==> config.mk <==
export PLATFORM = sky130hd
export DESIGN_NAME = pwm_compare
export DESIGN_NICKNAME = d
export VERILOG_FILES = /design/src/rtl/pwm_compare.sv
export SDC_FILE = /design/constraint.sdc
export NUM_CORES = 1
export LEC_CHECK = 0
export CAP_MARGIN = 30
export CORE_MARGIN = 2
export CORE_UTILIZATION = 42
export DETAILED_ROUTE_END_ITERATION = 10
export PLACE_DENSITY = 0.75
export SLEW_MARGIN = 20
export SYNTH_ARGS = -nofsm -noshare
export SYNTH_HDL_FRONTEND = slang
export SYNTH_SLANG_ARGS = --single-unit
==> constraint.sdc <==
create_clock -name clk -period 2.3 [get_ports clk]
set_input_delay 0.46 -clock clk [delete_from_list [all_inputs] [get_ports clk]]
set_output_delay 0.46 -clock clk [all_outputs]
set_load 0.005 [all_outputs]
==> src/rtl/pwm_compare.sv <==
// rtl/pwm_compare.sv - duty-threshold PWM comparator with period-aligned duty updates
// Optional feature macro PWM_PERIOD_IRQ_EN adds a registered period_irq pulse on count == 0.
module pwm_compare #(
  parameter int WIDTH      = 4,
  parameter int RESET_DUTY = 0
) (
  input  logic             clk,
  input  logic             nrst,
  input  logic [WIDTH-1:0] count,
  input  logic [WIDTH:0]   duty_in,
  input  logic             duty_valid,
  output logic             duty_ready,
  output logic [WIDTH:0]   duty_active,
  output logic             pwm
`ifdef PWM_PERIOD_IRQ_EN
  ,
  output logic             period_irq
`endif
);

  localparam logic [WIDTH:0] FULL_DUTY = (WIDTH+1)'(1) << WIDTH;
  localparam logic [WIDTH:0] RST_DUTY  = (WIDTH+1)'(RESET_DUTY);

  logic [WIDTH:0] active_q, active_d;
  logic [WIDTH:0] pend_q, pend_d;
  logic           pend_vld_q, pend_vld_d;
  logic           pwm_q, pwm_d;
  logic [WIDTH:0] duty_next;
  logic [WIDTH:0] duty_clamped;
  logic           period_start;
  logic           accept;

  // A duty accepted in the same cycle as count == 0 lands in the slot and waits a full period.
  always_comb begin
    period_start = (count == '0);
    accept       = duty_valid && !pend_vld_q;
    duty_clamped = (duty_in > FULL_DUTY) ? FULL_DUTY : duty_in;
    duty_next    = (period_start && pend_vld_q) ? pend_q : active_q;
    active_d     = duty_next;
    pend_d       = pend_q;
    pend_vld_d   = pend_vld_q;
    if (period_start && pend_vld_q) begin
      pend_vld_d = 1'b0;
    end
    if (accept) begin
      pend_d     = duty_clamped;
      pend_vld_d = 1'b1;
    end
    pwm_d = ({1'b0, count} < duty_next);
  end

  always_ff @(posedge clk) begin
    if (!nrst) begin
      active_q   <= RST_DUTY;
      pend_q     <= '0;
      pend_vld_q <= 1'b0;
      pwm_q      <= 1'b0;
    end else begin
      active_q   <= active_d;
      pend_q     <= pend_d;
      pend_vld_q <= pend_vld_d;
      pwm_q      <= pwm_d;
    end
  end

  assign duty_ready  = !pend_vld_q;
  assign duty_active = active_q;
  assign pwm         = pwm_q;

`ifdef PWM_PERIOD_IRQ_EN
  logic irq_q, irq_d;

  always_comb begin
    irq_d = period_start;
  end

  always_ff @(posedge clk) begin
    if (!nrst) begin
      irq_q <= 1'b0;
    end else begin
      irq_q <= irq_d;
    end
  end

  assign period_irq = irq_q;
`endif

endmodule

==> impl_metrics.json <==
{
  "area_growth_pct": 58.12,
  "end_kind": "flop",
  "ys_top_cells_by_area": "dfxtp_1 44%, mux2i_1 9.2%, ha_1 6.9%",
  "min_to": "pend_q[1]",
  "rrSetupSlack_ns": 0.56,
  "avgRoutedWirePerCell_um": 11.78,
  "fin_nets": 105,
  "synth_top_cell_by_area": "dfxtp_1",
  "finalHoldViolCount": 0,
  "via_per_inst": 4.865,
  "power_switching_uw": 98.60,
  "synth_edf_count": 0,
  "finalSetupViolations": 0,
  "coreArea_mm2": 0.001252,
  "p_seq_share_pct": 49.5,
  "crit_required_ns": 2.48,
  "die_x_um": 40.08,
  "route.vias.total": 506,
  "power_density_mw_per_mm2": 511.6,
  "drive_gt1_share_pct": 22.47,
  "maxCapViolCount": 0,
  "netlist_area_um2": 546.8,
  "multi_input_area_um2": 297.8,
  "io_buffers": 18,
  "crit_chain": "clkdlybuf4s50_1 > nor4_4 > nand2_2 > mux2i_2 > ha_1 > a21o_1 > a21oi_1 > a311oi_1 > a311oi_1",
  "avgSynthCellArea_um2": 9.427,
  "die_h_um": 40.08,
  "fin_crit_ns": 2.186,
  "tightest_slew_ns": 0.3574,
  "period_share_pct": 95.03,
  "slew_viol_final": 0,
  "ys_warn_count": 0,
  "antenna_found_initial": 0,
  "worstSetupPathType": "input pin to flop",
  "cp_common_cell": "a311oi_1",
  "max_freq_mhz": 457.5,
  "cts_max_path_buffers": 2,
  "synth-seq-cells": 12,
  "synth_nets": 73,
  "num-fill-cells": 105,
  "htree_levels": 1,
  "start_util_pct": 43.66,
  "grt_max_degree": 12,
  "antennaDiodeCount": 0,
  "power_frac_comb_pct": 12.8,
  "cts_tree": "yes",
  "grt_overflow": 0,
  "clk_pin_slew_worst_paths_ns": 0.08,
  "timing.rr.start": "pend_vld_q",
  "grt_setup_unrepaired": "no",
  "synth_cell_types": 20,
  "grt_pass1_vias": 460,
  "fin_util_pct": 69.03,
  "grt_usage_pct": 18.27,
  "first_pass_iters": 4,
  "yosysTopAreaCellShare_pct": 43.94,
  "drtAntennaViolNets": 0,
  "maxSlewHeadroom_pct": 76.13,
  "routed_wl_mm": 1.225,
  "worst_path_max_delay_cell": "clkdlybuf4s50_1",
  "ioPinCount": 19,
  "pwr-share-clk_pct": 37.6,
  "reg2regPathDepth": 7,
  "clk_latency_ns": 0.27,
  "status": "complete, no violations",
  "intPower_uw": 343.7,
  "fin_cells": 104,
  "worstSetupStartpointType": "input pin",
  "r2r_end": "pwm",
  "hold_buffers": 0,
  "yosysMostFrequentCell": "dfxtp_1",
  "cts_buffers": 3,
  "arrival_ns": 2.37,
  "place_congestion": 0.6730,
  "clock-sinks": 12,
  "final.setup_skew_ns": 0.003949,
  "synthCells": 58,
  "async_reset_ff_share_pct": 0,
  "p_sw_share_pct": 22.29,
  "synth_top_flop_cell": "dfxtp_1",
  "grt_pass1_wl_mm": 1.911,
  "crit_path_max_fanout": 3,
  "power.leakage_uw": 0.0003718,
  "cpPeakStageDelay_ns": 0.46,
  "yosysSeqAreaShare_pct": 43.94,
  "hold_path_depth": 2,
  "hp-class": "flop to flop",
  "dieArea_mm2": 0.001606,
  "setup_tns_ns": 0,
  "placementRows": 13,
  "drc": 0,
  "dr.first_iter.drc_count": 8,
  "placedCellCount": 97,
  "root_buffer": "clkbuf_4",
  "hold_path.startpoint": "pend_q[1]",
  "regArea_um2": 240.2,
  "hpwl_um": 947.1,
  "synth_top_cells_by_count": "12 x dfxtp_1, 7 x a21oi_1, 7 x nand2_1",
  "ir_worst_vdd_mv": 0.2931
}
## placed cells by master (no fill, tap or decap), types with 2 or more instances in the layout
cell type / count
dfxtp_1: 12
a311oi_1: 2
inv_1: 2
buf_4: 11
nand3b_1: 4
a21oi_1: 7
ha_1: 3
clkdlybuf4s50_1: 16
clkbuf_4: 3
mux2i_2: 2
nor2_1: 5
nand2_1: 7
mux2i_1: 3
## how the worst max path moves through the flow
| stage | start | slack (ns) | end |
|---|---|---|---|
| after detailed placement | count[0] | -0.31 | pwm |
| after global routing | count[3] | 0.01 | pwm |
| after global placement | count[0] | -0.21 | pwm |
| after floorplan | count[0] | 0.24 | pwm |
| final | count[3] | 0.11 | pwm |
| after CTS | count[1] | 0.008 | pwm |
## metrics by stage
stage	setup WS [ns]	cell area [um2]	power [uW]	hold WS, ns
after global routing	0.01481	864.6	467.8	0.4784
final	0.1143	864.6	442.3	0.4666
after CTS	0.008377	854.6	449.5	0.4649
after global placement	-0.2101	797.0	279.9	0.4383
after floorplan	0.2418	546.8	245.4	0.4312
after detailed placement	-0.3054	797.0	281.6	0.4538
## logic make-up after synthesis
logic type | count (synthesis) | synth area share [%]
simple gates | 21 | 22.66
fa+ha+maj | 3 | 6.866
mux | 5 | 9.154
buf+inv | 4 | 2.974
compound gates | 13 | 14.42
flops | 12 | 43.94
## sequential cells by signal (all words and copies together), names as in the netlist
register     count
pend_q           5
duty_active      5
pwm              1
pend_vld_q       1
## per-layer routing
layer  vias to the layer above  share of wire (%)  routed length [um]  track usage [%]
li1                        270                  -                   -                -
met1                       224                 45                 554            21.89
met2                        12                 50                 613            32.66
met3                         0                4.7                  58            3.333
met4                         0                  0                   0            5.172
met5                         -                  0                   0                0
## final cells by class
| type | instances | area share (%) |
|---|---|---|
| well taps | 15 | 2.171 |
| inverters | 2 | 0.8683 |
| clock buffers | 4 | 4.197 |
| multi-input cells | 42 | 34.44 |
| repair buffers | 29 | 30.54 |
| flip-flops and latches | 12 | 27.79 |
## power groups by stage
| stage | clock network (uW) | logic [uW] | registers, uW |
|---|---|---|---|
| 2_1_floorplan | 0 | 24.6 | 221 |
| 3_3_place_gp | 0 | 56.2 | 224 |
| 3_5_place_dp | 0 | 57.8 | 224 |
| 4_1_cts | 173 | 57.9 | 219 |
| 5_1_grt | 184 | 63.8 | 220 |
| 6_report | 166 | 56.8 | 219 |
## critical path: cells and delay by family
kind	cells	cell delay, ns
mux	1	0.22
buf+inv	1	0.46
fa+ha+maj	1	0.27
compound gates	4	0.56
simple gates	2	0.39
## repair_timing
item                       CTS  global route
pin swaps                    1             2
buffers inserted             3             0
setup endpoints to repair    1             1
gates resized for setup      1             3
Power figures use the tool's default switching activity.
